## src/rtl/div_pkg.sv

```systemverilog
// Shared types and constants for the iterative divide sequencer.
package div_pkg;

    // Sequencer states
    typedef enum logic [1:0] {
        IDLE = 2'd0,
        CALC = 2'd1,
        FIX  = 2'd2,
        DONE = 2'd3
    } div_state_t;

    // funct3[1:0] encodings: bit0 = unsigned, bit1 = remainder
    localparam logic [1:0] DIV_OP_DIV  = 2'b00;
    localparam logic [1:0] DIV_OP_DIVU = 2'b01;
    localparam logic [1:0] DIV_OP_REM  = 2'b10;
    localparam logic [1:0] DIV_OP_REMU = 2'b11;

    localparam logic [31:0] DIV_MIN_NEG  = 32'h8000_0000;
    localparam logic [31:0] DIV_ALL_ONES = 32'hFFFF_FFFF;

endpackage

```

## src/rtl/div_step.sv

```systemverilog
// One radix-2 restoring division step (purely combinational).
module div_step #(
    parameter int WIDTH = 32
) (
    input  logic [WIDTH-1:0] rem,
    input  logic             dvd_msb,
    input  logic [WIDTH-1:0] divisor,
    output logic [WIDTH-1:0] rem_next,
    output logic             q_bit
);

    // The shifted remainder keeps one extra bit so divisors with the MSB set
    // still compare correctly; the borrow of the trial subtraction decides q.
    logic [WIDTH:0] trial;
    logic [WIDTH:0] diff;

    assign trial    = {rem, dvd_msb};
    assign diff     = trial - {1'b0, divisor};
    assign q_bit    = ~diff[WIDTH];
    assign rem_next = q_bit ? diff[WIDTH-1:0] : trial[WIDTH-1:0];

endmodule

```

## src/rtl/div_seq.sv

```systemverilog
// Iterative RV32M DIV/DIVU/REM/REMU sequencer for the EX stage.
module div_seq
    import div_pkg::*;
#(
    parameter int WIDTH = 32,
    parameter int CNT_W = $clog2(WIDTH)
) (
    input  logic             clk,
    input  logic             reset,
    input  logic             start,
    input  logic [1:0]       op,
    input  logic [WIDTH-1:0] srca,
    input  logic [WIDTH-1:0] srcb,
    input  logic             flush,
    output logic             stall,
    output logic             busy,
    output logic             done,
    output logic [WIDTH-1:0] result
);

    localparam logic [WIDTH-1:0] MIN_NEG  = DIV_MIN_NEG[WIDTH-1:0];
    localparam logic [WIDTH-1:0] ALL_ONES = DIV_ALL_ONES[WIDTH-1:0];

    div_state_t       state_reg, state_next;
    logic [CNT_W-1:0] cnt_reg, cnt_next;
    logic [WIDTH-1:0] rem_reg, rem_next;
    logic [WIDTH-1:0] dvd_reg, dvd_next;
    logic [WIDTH-1:0] dvs_reg, dvs_next;
    logic [WIDTH-1:0] quo_reg, quo_next;
    logic [WIDTH-1:0] result_reg, result_next;
    logic [1:0]       op_reg, op_next;
    logic             neg_q_reg, neg_q_next;
    logic             neg_r_reg, neg_r_next;

    logic             is_signed;
    logic             a_neg, b_neg;
    logic [WIDTH-1:0] abs_a, abs_b;
    logic [WIDTH-1:0] step_rem;
    logic             step_q;

    div_step #(.WIDTH(WIDTH)) u_step (
        .rem      (rem_reg),
        .dvd_msb  (dvd_reg[WIDTH-1]),
        .divisor  (dvs_reg),
        .rem_next (step_rem),
        .q_bit    (step_q)
    );

    // Operand sign handling for the op presented in IDLE
    always_comb begin
        is_signed = ~op[0];
        a_neg     = is_signed & srca[WIDTH-1];
        b_neg     = is_signed & srcb[WIDTH-1];
        abs_a     = a_neg ? (~srca + 1'b1) : srca;
        abs_b     = b_neg ? (~srcb + 1'b1) : srcb;
    end

    // Next-state and datapath update
    always_comb begin
        state_next  = state_reg;
        cnt_next    = cnt_reg;
        rem_next    = rem_reg;
        dvd_next    = dvd_reg;
        dvs_next    = dvs_reg;
        quo_next    = quo_reg;
        result_next = result_reg;
        op_next     = op_reg;
        neg_q_next  = neg_q_reg;
        neg_r_next  = neg_r_reg;

        if (flush) begin
            state_next = IDLE;
        end else begin
            unique case (state_reg)
                IDLE: begin
                    if (start) begin
                        op_next    = op;
                        neg_q_next = a_neg ^ b_neg;
                        neg_r_next = a_neg;
                        dvd_next   = abs_a;
                        dvs_next   = abs_b;
                        rem_next   = '0;
                        quo_next   = '0;
                        if (srcb == '0) begin
                            state_next  = DONE;
                            result_next = op[1] ? srca : ALL_ONES;
                        end else if (is_signed && srca == MIN_NEG && srcb == ALL_ONES) begin
                            state_next  = DONE;
                            result_next = op[1] ? '0 : MIN_NEG;
                        end else begin
                            state_next = CALC;
                            cnt_next   = CNT_W'(WIDTH - 1);
                        end
                    end
                end
                CALC: begin
                    rem_next = step_rem;
                    dvd_next = {dvd_reg[WIDTH-2:0], 1'b0};
                    quo_next = {quo_reg[WIDTH-2:0], step_q};
                    cnt_next = cnt_reg - 1'b1;
                    if (cnt_reg == '0) begin
                        state_next = FIX;
                    end
                end
                FIX: begin
                    if (op_reg[1]) begin
                        result_next = neg_r_reg ? (~rem_reg + 1'b1) : rem_reg;
                    end else begin
                        result_next = neg_q_reg ? (~quo_reg + 1'b1) : quo_reg;
                    end
                    state_next = DONE;
                end
                DONE: begin
                    state_next = IDLE;
                end
                default: state_next = IDLE;
            endcase
        end
    end

    // State and datapath registers
    always_ff @(posedge clk or posedge reset) begin
        if (reset) begin
            state_reg  <= IDLE;
            cnt_reg    <= '0;
            rem_reg    <= '0;
            dvd_reg    <= '0;
            dvs_reg    <= '0;
            quo_reg    <= '0;
            result_reg <= '0;
            op_reg     <= '0;
            neg_q_reg  <= 1'b0;
            neg_r_reg  <= 1'b0;
        end else begin
            state_reg  <= state_next;
            cnt_reg    <= cnt_next;
            rem_reg    <= rem_next;
            dvd_reg    <= dvd_next;
            dvs_reg    <= dvs_next;
            quo_reg    <= quo_next;
            result_reg <= result_next;
            op_reg     <= op_next;
            neg_q_reg  <= neg_q_next;
            neg_r_reg  <= neg_r_next;
        end
    end

    // Pipeline handshake; stall drops in DONE so EX consumes result that cycle
    always_comb begin
        stall  = (state_reg == IDLE && start && !flush) ||
                 state_reg == CALC || state_reg == FIX;
        busy   = (state_reg != IDLE);
        done   = (state_reg == DONE);
        result = result_reg;
    end

endmodule

```

## config.mk

```make
export PLATFORM = sky130hd
export DESIGN_NAME = div_seq
export DESIGN_NICKNAME = d
export VERILOG_FILES = /design/src/rtl/div_pkg.sv /design/src/rtl/div_step.sv /design/src/rtl/div_seq.sv
export SDC_FILE = /design/constraint.sdc
export NUM_CORES = 1
export LEC_CHECK = 0
export BUFFER_PORTS_ARGS = -buffer_cell sky130_fd_sc_hd__buf_2
export CAP_MARGIN = 20
export CORE_UTILIZATION = 45
export DETAILED_ROUTE_END_ITERATION = 12
export GPL_TIMING_DRIVEN = 1
export PLACE_DENSITY = 0.71
export RECOVER_POWER = 25
export SLEW_MARGIN = 0
export SYNTH_ARGS = -nofsm -noshare
export SYNTH_HDL_FRONTEND = slang
export SYNTH_HIERARCHICAL = 1
export SYNTH_SLANG_ARGS = --single-unit
```

## constraint.sdc

```tcl
create_clock -name clk -period 4.85 [get_ports clk]
set_input_delay 0.485 -clock clk [delete_from_list [all_inputs] [get_ports clk]]
set_output_delay 0.485 -clock clk [all_outputs]
set_load 0.01 [all_outputs]
```

==> summary.txt <==
Outcome
  – Status: finished with violations
  – Violated checks: capacitance limit, slew limit

Worst hold path
  – Hold WC Path Type: primary input to register

Global routing
  – Vias in the first global route: 10550
  – Gr usage total: 24.43%
  – Antenna violations before repair: 0
  – Gr ovfl total: 0
  – First-pass GRT wire length: 55.59 mm
  – Largest net degree at the start of global routing: 140

Clocking
  – CTS HTree Levels: 4
  – CTS tree: done
  – CTS clk-pin slew, worst paths: roughly 0.080 ns
  – Cts hold-fix bufs: 0
  – Clk root buf: clkbuf_16
  – Post-CTS Setup Bufs: 0
  – # resized after CTS: 0
  – Worst skew pair latency: 0.43 ns
  – Num CTS Buffers: 17
  – CTS sink cnt: 170
  – CTS Buffer Depth: 2

Pwr
  – Power per cell area: roughly 430 mW/mm^2
  – Static Leak: 6.180 nW
  – VDD IR max: ~0.22 mV

Placed design
  – PortBufs: 104
  – DP Worst Slack: 1.315 ns
  – Placed Cells: 1883
  – Placed standard-cell area: 0.01325 sq mm
  – HPWL Detailed: 25.76 mm
  – Gpl congestion: 0.9376

Drt
  – DRT Wirelength: approximately 34 mm
  – Vias/cell: 5.910
  – Post-route ant nets: 0
  – 1st-iter DRT viols: 1037
  – Drt first pass iters: 6
  – Via Count: roughly 11000
  – DRC viols: 0
  – Post-DR wirelength/cell: 17.91 microns

STA
  – Max transition margin: -24.27%
  – Skew final: ~0.015 ns
  – Final min period: approximately 3.6 ns
  – Setup_tns: 0 ns
  – Hold Slack: just under 0.3 ns
  – Max Clk Rate: 281.6 MHz
  – Endpoints failing hold: 0
  – Final Cycle Share: 73.21%
  – Final setup violating endpoints: 0
  – Worst-margin pin slew: 1.864 ns
  – Slew Limit Fails: 140
  – Final worst slack: 1.299 ns
  – RSZ-0062 raised after global routing: no

Die
  – Core ar.: 0.02710 sq mm
  – I/O pin total: 105
  – Die width: 168.6 microns
  – Die H: 168.6 microns
  – Initial Util: 46.11%
  – Total die area: 0.02844 sq mm
  – Site Rows: 60

Yosys
  – YS warnings: 6
  – Synth async-reset ratio: 100.0%
  – Area contributors post-synth: dfrtp_1 34%, o21ai_0 5.9%, xnor2_1 5.7%
  – Yosys top cell area share: 34.04%
  – Post-Syn Instances: 1482
  – Area leader, netlist: dfrtp_1
  – Post-synth EDFFs: 0
  – Seq cells post-synth: 170
  – Ys flop type: dfrtp_1
  – Mapped Avg Cell Area: 8.432 sq um
  – Unique cell type count in the Yosys netlist: 73
  – Syn Nets: between 1500 and 2000
  – Syn Std Cell Area: 0.01250 sq mm
  – Seq/Total Area, Yosys: 34.04%

Layout
  – Final instance area: 0.01377 sq mm
  – P&R area growth vs syn: 10.17%
  – Finished Layout Cells: 1915
  – Diodes inserted: 0
  – Total Nets Final: between 1500 and 2000
  – Share of layout cells above drive strength 1: 10.43%
  – Final-layout fill cell count: 2579

Setup path
  – Startpoint Class: register
  – Crit. End Element: register
  – Critical Path Fanout Max: 20
  – Crit path DAT: 3.87 ns
  – Worst path required time: around 5.2 ns
  – Setup slack, reg-to-reg: about 1.3 ns
  – Worst setup path category: register to register

Job
  – Max-Cap Viols: 1
## placed cells by master, fill, tap and decap left out, types with 18 or more instances in the layout
master | synthesis | routed
o31ai_1 | 31 | 31
nand2_1 | 164 | 164
nor2_1 | 88 | 87
nand2b_1 | 21 | 21
o211ai_1 | 24 | 24
buf_2 | 5 | 72
ha_1 | 43 | 43
or3_1 | 24 | 23
a22o_1 | 61 | 61
inv_1 | 70 | 69
xnor2_1 | 82 | 82
o41ai_1 | 22 | 22
a21o_1 | 18 | 18
a21oi_1 | 98 | 98
nand3_1 | 23 | 23
dfrtp_1 | 170 | 170
mux2_4 | 18 | 18
nor3_1 | 27 | 27
xor2_1 | 57 | 57
o21ai_0 | 147 | 147
clkbuf_1 | 77 | 32
## worst max-delay path, stage by stage, from the launching register on
cell	delay (ns)
dfrtp_1	0.49
ha_1	0.47
a21oi_4	0.22
o211ai_1	0.13
a221o_1	0.33
a211o_1	0.30
o211ai_1	0.26
o211ai_4	0.19
inv_2	0.48
mux2_4	0.35
a22o_1	0.21
## per-layer routing
metal,GRT usage [%],routed length (microns)
met1,35.73,16440
met2,37.96,15140
met3,2.899,2127
met4,6.877,595
met5,0,0
## kinds of logic (layout without fill, tap and decap cells)
| kind of cell | Yosys count | in the layout | share of synthesized area, % |
|---|---|---|---|
| buf+inv | 161 | 222 | 5.127 |
| fa+ha+maj | 44 | 44 | 4.466 |
| mux | 33 | 33 | 3.394 |
| simple gates | 450 | 450 | 17.70 |
| flops | 170 | 170 | 34.04 |
| compound gates | 485 | 485 | 25.52 |
| xor+xnor | 139 | 139 | 9.743 |
## power by group
group,switching (W),total (W),internal [W]
clock network,0.000656,0.00134,0.000687
logic,0.00155,0.00244,0.000890
registers,0.000288,0.00208,0.00179
total,0.00250,0.00587,0.00337
## through the flow
step	power (W)	util [%]
2_1_floorplan	0.003864	-
3_3_place_gp	0.004492	48.88
3_5_place_dp	0.004537	48.88
4_1_cts	0.005881	51.00
5_1_grt	0.006281	50.80
6_report	0.005866	50.80
## path summary, 6_finish.rpt
check | start | to | depth (start not counted)
worst min register to register | result[7] | result[7] | 1
worst max register to register | rem_reg[15] | rem_reg[8] | 10
max in group asynchronous | reset | result[28] | 3
worst min-delay path | flush | state_reg[0] | 2
worst max-delay path | rem_reg[15] | rem_reg[8] | 10
min in group asynchronous | reset | cnt_reg[0] | 2
## layout make-up
cell class	count	area, sq um	share of cell area (%)
multi-input cells	1151	7615	55.31
well taps	372	465.4	3.381
clock buffers	17	425.4	3.090
clock inverters	15	150.1	1.091
flip-flops and latches	170	4254	30.90
inverters	72	271.5	1.972
repair buffers	118	585.6	4.253
## synth_stat cells, drive strengths merged, types with 5 or more instances
cell / number
nor2: 88
nand4: 16
o221ai: 6
a31oi: 10
a22o: 61
dfrtp: 170
o31ai: 32
o211ai: 25
a21o: 18
xor2: 57
and2: 6
inv: 71
buf: 12
nor4: 15
nand3: 23
a21boi: 5
o21a: 7
mux2i: 12
or4: 16
nor2b: 14
and3: 9
mux2: 21
or3: 24
o21ai: 148
clkbuf: 77
xnor2: 82
nor3: 27
o21bai: 5
a211oi: 8
o41ai: 22
o22ai: 7
a21oi: 100
nor3b: 7
o31a: 7
nand2: 164
nand2b: 21
a22oi: 8
ha: 43
(Power assumes the default switching activity.)
